## src/rtl/frame_builder.sv

```systemverilog
// frame_builder: transmit-side framer in the 80 MHz link domain.
// Each accepted 32-bit word goes out MSB first as a 48-bit frame:
// SYNC_BYTE, then 32 data bits, then the CRC-8 of the data bits.
// The bits use a valid/ready stream handshake.
// Optional macro FRAME_BUILDER_PREFETCH_EN adds a one-word holding register.
// With it, frames can run back to back with no idle cycle between them.
module frame_builder #(
  parameter logic [7:0] SYNC_BYTE  = 8'hA5,
  parameter logic [7:0] CRC_POLY   = 8'h07,
  parameter logic [7:0] CRC_INIT   = 8'h00,
  parameter int         FRAME_BITS = 48
) (
  input  logic        clk_link,
  input  logic        rst_n,
  input  logic        enable,
  input  logic [31:0] data_in,
  input  logic        data_valid,
  output logic        data_ready,
  output logic        bit_out,
  output logic        bit_valid,
  input  logic        bit_ready,
  output logic        busy,
  output logic [7:0]  frame_count
);

  // The counters and shift registers below are sized for a 48-bit frame only.
  generate
    if (FRAME_BITS != 48) begin : g_frame_bits_check
      $error("frame_builder: FRAME_BITS must be 48");
    end
  endgenerate

  typedef enum logic [1:0] {ST_IDLE, ST_SYNC, ST_DATA, ST_CRC} state_t;

  state_t      state_reg;
  logic [31:0] data_sh_reg;      // data word, shifted left as bits leave
  logic [7:0]  byte_sh_reg;      // sync byte or CRC byte, shifted left
  logic [7:0]  crc_reg;
  logic [4:0]  bit_cnt_reg;      // bit index within the current field
  logic        ready_en_reg;     // keeps data_ready low while reset is applied
  logic        bit_out_reg;
  logic        bit_valid_reg;
  logic        busy_reg;
  logic [7:0]  frame_count_reg;

  logic        xfer;
  logic        last_bit;
  logic        accept;
  logic        start_idle;
  logic        start_chain;
  logic        start_frame;
  logic [31:0] start_word;
  logic [7:0]  crc_next;

  // One serial CRC-8 step (non-reflected, MSB first).
  function automatic logic [7:0] crc_step(input logic [7:0] crc, input logic din);
    logic fb;
    fb = crc[7] ^ din;
    return {crc[6:0], 1'b0} ^ (fb ? CRC_POLY : 8'h00);
  endfunction

  assign xfer     = bit_valid_reg & bit_ready;
  assign last_bit = (state_reg == ST_CRC) && (bit_cnt_reg == 5'd7) && xfer;
  assign crc_next = crc_step(crc_reg, bit_out_reg);

`ifdef FRAME_BUILDER_PREFETCH_EN
  logic        hold_full_reg;
  logic [31:0] hold_data_reg;

  assign data_ready  = enable & ready_en_reg & ~hold_full_reg;
  assign accept      = data_valid & data_ready;
  // A held word always goes before a word offered directly.
  assign start_idle  = (state_reg == ST_IDLE) & (hold_full_reg | accept);
  assign start_chain = last_bit & hold_full_reg;
  assign start_word  = hold_full_reg ? hold_data_reg : data_in;

  // Holding register: filled by a word accepted mid-frame, drained at frame start.
  always_ff @(posedge clk_link or negedge rst_n) begin
    if (!rst_n) begin
      hold_full_reg <= 1'b0;
      hold_data_reg <= 32'h0;
    end else if (hold_full_reg && (start_idle || start_chain)) begin
      hold_full_reg <= 1'b0;
    end else if (accept && (state_reg != ST_IDLE)) begin
      hold_full_reg <= 1'b1;
      hold_data_reg <= data_in;
    end
  end
`else
  assign data_ready  = enable & ready_en_reg & (state_reg == ST_IDLE);
  assign accept      = data_valid & data_ready;
  assign start_idle  = accept;
  assign start_chain = 1'b0;
  assign start_word  = data_in;
`endif

  assign start_frame = start_idle | start_chain;

  // Framing FSM: loads a word, then walks through the sync, data and CRC fields.
  always_ff @(posedge clk_link or negedge rst_n) begin
    if (!rst_n) begin
      state_reg       <= ST_IDLE;
      data_sh_reg     <= 32'h0;
      byte_sh_reg     <= 8'h00;
      crc_reg         <= 8'h00;
      bit_cnt_reg     <= 5'd0;
      ready_en_reg    <= 1'b0;
      bit_out_reg     <= 1'b0;
      bit_valid_reg   <= 1'b0;
      busy_reg        <= 1'b0;
      frame_count_reg <= 8'h00;
    end else begin
      ready_en_reg <= 1'b1;
      if (last_bit) begin
        frame_count_reg <= frame_count_reg + 8'd1;
      end
      if (start_frame) begin
        data_sh_reg   <= start_word;
        byte_sh_reg   <= {SYNC_BYTE[6:0], 1'b0};
        crc_reg       <= CRC_INIT;
        bit_cnt_reg   <= 5'd0;
        bit_out_reg   <= SYNC_BYTE[7];
        bit_valid_reg <= 1'b1;
        busy_reg      <= 1'b1;
        state_reg     <= ST_SYNC;
      end else begin
        case (state_reg)
          ST_IDLE: begin
            bit_valid_reg <= 1'b0;
            busy_reg      <= 1'b0;
          end
          ST_SYNC: begin
            if (xfer) begin
              if (bit_cnt_reg == 5'd7) begin
                bit_cnt_reg <= 5'd0;
                bit_out_reg <= data_sh_reg[31];
                state_reg   <= ST_DATA;
              end else begin
                bit_cnt_reg <= bit_cnt_reg + 5'd1;
                bit_out_reg <= byte_sh_reg[7];
                byte_sh_reg <= {byte_sh_reg[6:0], 1'b0};
              end
            end
          end
          ST_DATA: begin
            if (xfer) begin
              crc_reg     <= crc_next;
              data_sh_reg <= {data_sh_reg[30:0], 1'b0};
              if (bit_cnt_reg == 5'd31) begin
                bit_cnt_reg <= 5'd0;
                bit_out_reg <= crc_next[7];
                byte_sh_reg <= {crc_next[6:0], 1'b0};
                state_reg   <= ST_CRC;
              end else begin
                bit_cnt_reg <= bit_cnt_reg + 5'd1;
                bit_out_reg <= data_sh_reg[30];
              end
            end
          end
          ST_CRC: begin
            if (xfer) begin
              if (bit_cnt_reg == 5'd7) begin
                bit_cnt_reg   <= 5'd0;
                bit_out_reg   <= 1'b0;
                bit_valid_reg <= 1'b0;
                busy_reg      <= 1'b0;
                state_reg     <= ST_IDLE;
              end else begin
                bit_cnt_reg <= bit_cnt_reg + 5'd1;
                bit_out_reg <= byte_sh_reg[7];
                byte_sh_reg <= {byte_sh_reg[6:0], 1'b0};
              end
            end
          end
          default: state_reg <= ST_IDLE;
        endcase
      end
    end
  end

  assign bit_out     = bit_out_reg;
  assign bit_valid   = bit_valid_reg;
  assign busy        = busy_reg;
  assign frame_count = frame_count_reg;

endmodule

```

## config.mk

```make
export PLATFORM = sky130hd
export DESIGN_NAME = frame_builder
export DESIGN_NICKNAME = d
export VERILOG_FILES = /design/src/rtl/frame_builder.sv
export SDC_FILE = /design/constraint.sdc
export NUM_CORES = 1
export LEC_CHECK = 0
export ABC_CLOCK_PERIOD_IN_PS = 2400
export BUFFER_PORTS_ARGS = -buffer_cell sky130_fd_sc_hd__clkbuf_2
export CORE_UTILIZATION = 56
export DETAILED_ROUTE_END_ITERATION = 7
export GPL_TIMING_DRIVEN = 0
export HOLD_SLACK_MARGIN = 0.1
export PLACE_DENSITY = 0.79
export SYNTH_ARGS = -nofsm -noshare
export SYNTH_HDL_FRONTEND = slang
export SYNTH_SLANG_ARGS = --single-unit
```

## constraint.sdc

```tcl
create_clock -name clk_link -period 2.4 [get_ports clk_link]
set_input_delay 0.12 -clock clk_link [delete_from_list [all_inputs] [get_ports clk_link]]
set_output_delay 0.12 -clock clk_link [all_outputs]
set_load 0.1 [all_outputs]
```

==> results.yml <==
detailed_routing:
  antenna_left: 0
  firstDrtPassIters: 4
  viasPerCell: 5.60
  num_vias: 2824
  drc: 0
  wl_per_cell_um: 15.1
  wirelength_um: 7590
  drt-initial-drc-count: 204
hold_path:
  holdPathEnd: "busy"
  hp-start: "bit_ready"
  worstHoldPathCells: 4
  hp-class: "input pin to flip-flop"
global_route:
  grt_pass1_vias: 2765
  grt_max_degree: 66
  antenna_found_initial: 0
  grt_overflow_total: 0
  grt_usage_pct: 28.0
  grt_pass1_wl_um: 12800
power_and_ir_drop:
  power.density_nw_per_um2: 516
  p_leak_nw: 1.85
  ir_drop_uv: 441
  swShare_pct: 23.6
  power.switching_uw: 490
  seq_power_share_pct: 52.8
  clkPwrFrac_pct: 42.5
  cell_internal_pwr_mw: 1.59
  combPwrFrac_pct: 4.7
place:
  place_congestion: 0.814
  io_buffers: 48
  dp_slack_ns: -0.0237
  hpwl_um: 4650
synthesis:
  syn_avg_cell_area_um2: 9.35
  ys_seq_area_share_pct: 51.6
  synth.largest_area_cell: "dfrtp_1"
  synth_area_leaders: "dfrtp_1, nand2_1, a31oi_1"
  syn_nets: 382
  yosysTopAreaCellShare_pct: 51.6
  synthesis.area_um2: 3150
  synth_edf_count: 0
  syn_inst: 337
  synth-warning-count: 0
  async_flop_share_pct: 100
  synth_seq_cells: 65
  synthDistinctLibCells: 44
  synth_ff_type: "dfrtp_1"
floorplanning:
  dieArea_um2: 5930
  dieWidth_um: 77.0
  core_um2: 5270
  die_h_um: 77.0
  rows: 26
  initial_core_util_pct: 59.8
  ios: 49
run:
  maxCapViolCount: 0
worst_setup_path:
  timing.rr.start: "state_reg[0]"
  reg2reg_depth: 8
  cp.required_ns: 2.66
  worst_setup_path_start_kind: "flip-flop"
  arrival_ns: 2.51
  cp_top_family: "buffers and inverters"
  cp_common_cell: "clkbuf_2"
  crit_fanout: 10
  reg2reg_to: "data_sh_reg[9]"
  critPathMaxStageDelay_ns: 0.39
  critical_path.endpoint_type: "flip-flop"
  crit_type: "flip-flop to flip-flop"
  reg2reg_slack_ns: 0.15
  crit_chain: "clkbuf_2 -> inv_1 -> ha_1 -> nand4_1 -> clkbuf_1 -> clkbuf_2 -> nand2_1 -> a31oi_1"
  critPathSlowestCell: "dfrtp_1"
  path_buf_inv: 4
cells_and_area:
  final_util_pct: 76.3
  drive_above_1_share_pct: 19.6
  area_growth_pct: 27.6
  multi_input_area_um2: 1420
  largest_reg_flops: 32
  fill_cells: 374
  insertedDiodeCount: 0
  fin_nets: 474
  regArea_um2: 1630
timing:
  drv_slew: 0
  maxSlewHeadroom_pct: 41.3
  tightest_slew_ns: 0.881
  hold_viol: 0
  finalClockSkew_ns: 0.0119
  max_clock_freq_mhz: 445
  timing.final.ws_setup_ns: 0.151
  fin_crit_sh_pct: 93.7
  setup_violations: 0
  hold_ws_ns: 0.187
  final.min_clock_period_ns: 2.25
cts:
  postCtsSetupBuffers: 0
  cts_tree: "done"
  cts_buffers: 9
  htree_num_levels: 3
  insertion_delay_ns: 0.35
  clkSinkCount: 65
  clkTransAtPathRegs_ns: 0.08
  cts-root-buf: "clkbuf_8"
  cts_max_path_buffers: 2
status:
  status: "finished, final reports clean"
==> final cells by class <==
type	instances	area share [%]
multi-input cells	247	35.3
repair buffers	81	14.2
flip-flops and latches	65	40.4
inverters	3	0.280
clock inverters	5	0.933
plain buffers	22	2.89
well taps	70	2.18
clock buffers	11	3.76
==> worst reg2reg max path, stage by stage, from the launching register on <==
cell	delay, ns
dfrtp_1	0.39
clkbuf_2	0.22
inv_1	0.08
ha_1	0.26
nand4_1	0.18
clkbuf_1	0.38
clkbuf_2	0.32
nand2_1	0.09
a31oi_1	0.23
==> layout by cell type, fill, tap and decap left out, types with 4 or more instances in the layout <==
cell type,synthesis,routed
ha_1,8,8
o211ai_1,4,4
a22o_1,8,8
dlygate4sd3_1,0,33
dfrtp_1,65,65
clkbuf_2,0,57
xor2_1,4,4
nor2_1,41,41
mux2i_1,4,4
xnor2_1,6,6
nand3_1,13,13
nand2_1,74,74
a21oi_1,12,12
clkbuf_1,16,6
clkbuf_8,0,11
a31oi_1,33,33
==> routing by layer <==
metal / global-route usage (%) / wire (µm) / vias to the layer above
met1: 36.7 / 3420 / 1354
met5: 0 / 0 / -
li1: - / - / 1368
met4: 11.5 / 148 / 0
met3: 5.83 / 318 / 15
met2: 45.4 / 3700 / 87
==> repair_timing <==
| action | 4_1_cts | 5_1_grt |
|---|---|---|
| hold buffers | 33 | 0 |
| pin swaps | 0 | 0 |
| gates resized for setup | 2 | 18 |
| endpoints found under the setup margin | 5 | 40 |
| hold endpoints to repair | 97 | 0 |
==> logic make-up after synthesis <==
| logic type | synth area share [%] |
|---|---|
| xor gates and xnor gates | 2.78 |
| DFF | 51.6 |
| adders and majority gates | 3.18 |
| AOI/OAI and AO/OA | 16.8 |
| other | 0.119 |
| muxes | 1.98 |
| buffers and inverters | 3.65 |
| and+or+nand+nor | 19.9 |
==> power by group through the flow <==
| stage | Clock, mW | Combinational, mW | Sequential, mW |
|---|---|---|---|
| after global routing | 0.938 | 0.108 | 1.10 |
| after CTS | 0.894 | 0.0942 | 1.10 |
| final | 0.881 | 0.0980 | 1.10 |
| after floorplan | 0 | 0.000856 | 1.12 |
| after detailed placement | 0 | 0.0527 | 1.12 |
| after global placement | 0 | 0.0521 | 1.12 |
==> how the worst max path moves through the flow <==
stage	from	endpoint	slack [ns]	depth (start not counted)
6_report	state_reg[0]	data_sh_reg[9]	0.15	8
5_1_grt	state_reg[0]	data_sh_reg[9]	-0.005	9
4_1_cts	state_reg[0]	state_reg[1]	0.02	8
3_5_place_dp	state_reg[0]	byte_sh_reg[2]	-0.02	8
3_3_place_gp	state_reg[0]	data_sh_reg[20]	-0.01	8
2_1_floorplan	busy	byte_sh_reg[3]	0.19	4
==> cell usage after synthesis (all sizes together) (4+ instances only) <==
library cell and number:
dfrtp 65, clkbuf 16, nand3 13, nor2 41, a31oi 33, a211oi 5
a22o 8, ha 8, a21oi 12, xnor2 6, o211ai 4, xor2 4
buf 6, nand2 74, mux2i 4
==> metrics by stage <==
step / setup TNS, ns / cell area [µm²] / total power [mW] / cells
4_1_cts: 0 / 4000 / 2.08 / 504
5_1_grt: -0.00464 / 4020 / 2.14 / 504
6_report: 0 / 4020 / 2.08 / 504
3_3_place_gp: -0.0335 / 3480 / 1.17 / 455
2_1_floorplan: 0 / 3150 / 1.12 / 337
3_5_place_dp: -0.0344 / 3480 / 1.17 / 455
No activity file was read; power rests on OpenSTA's default activity.
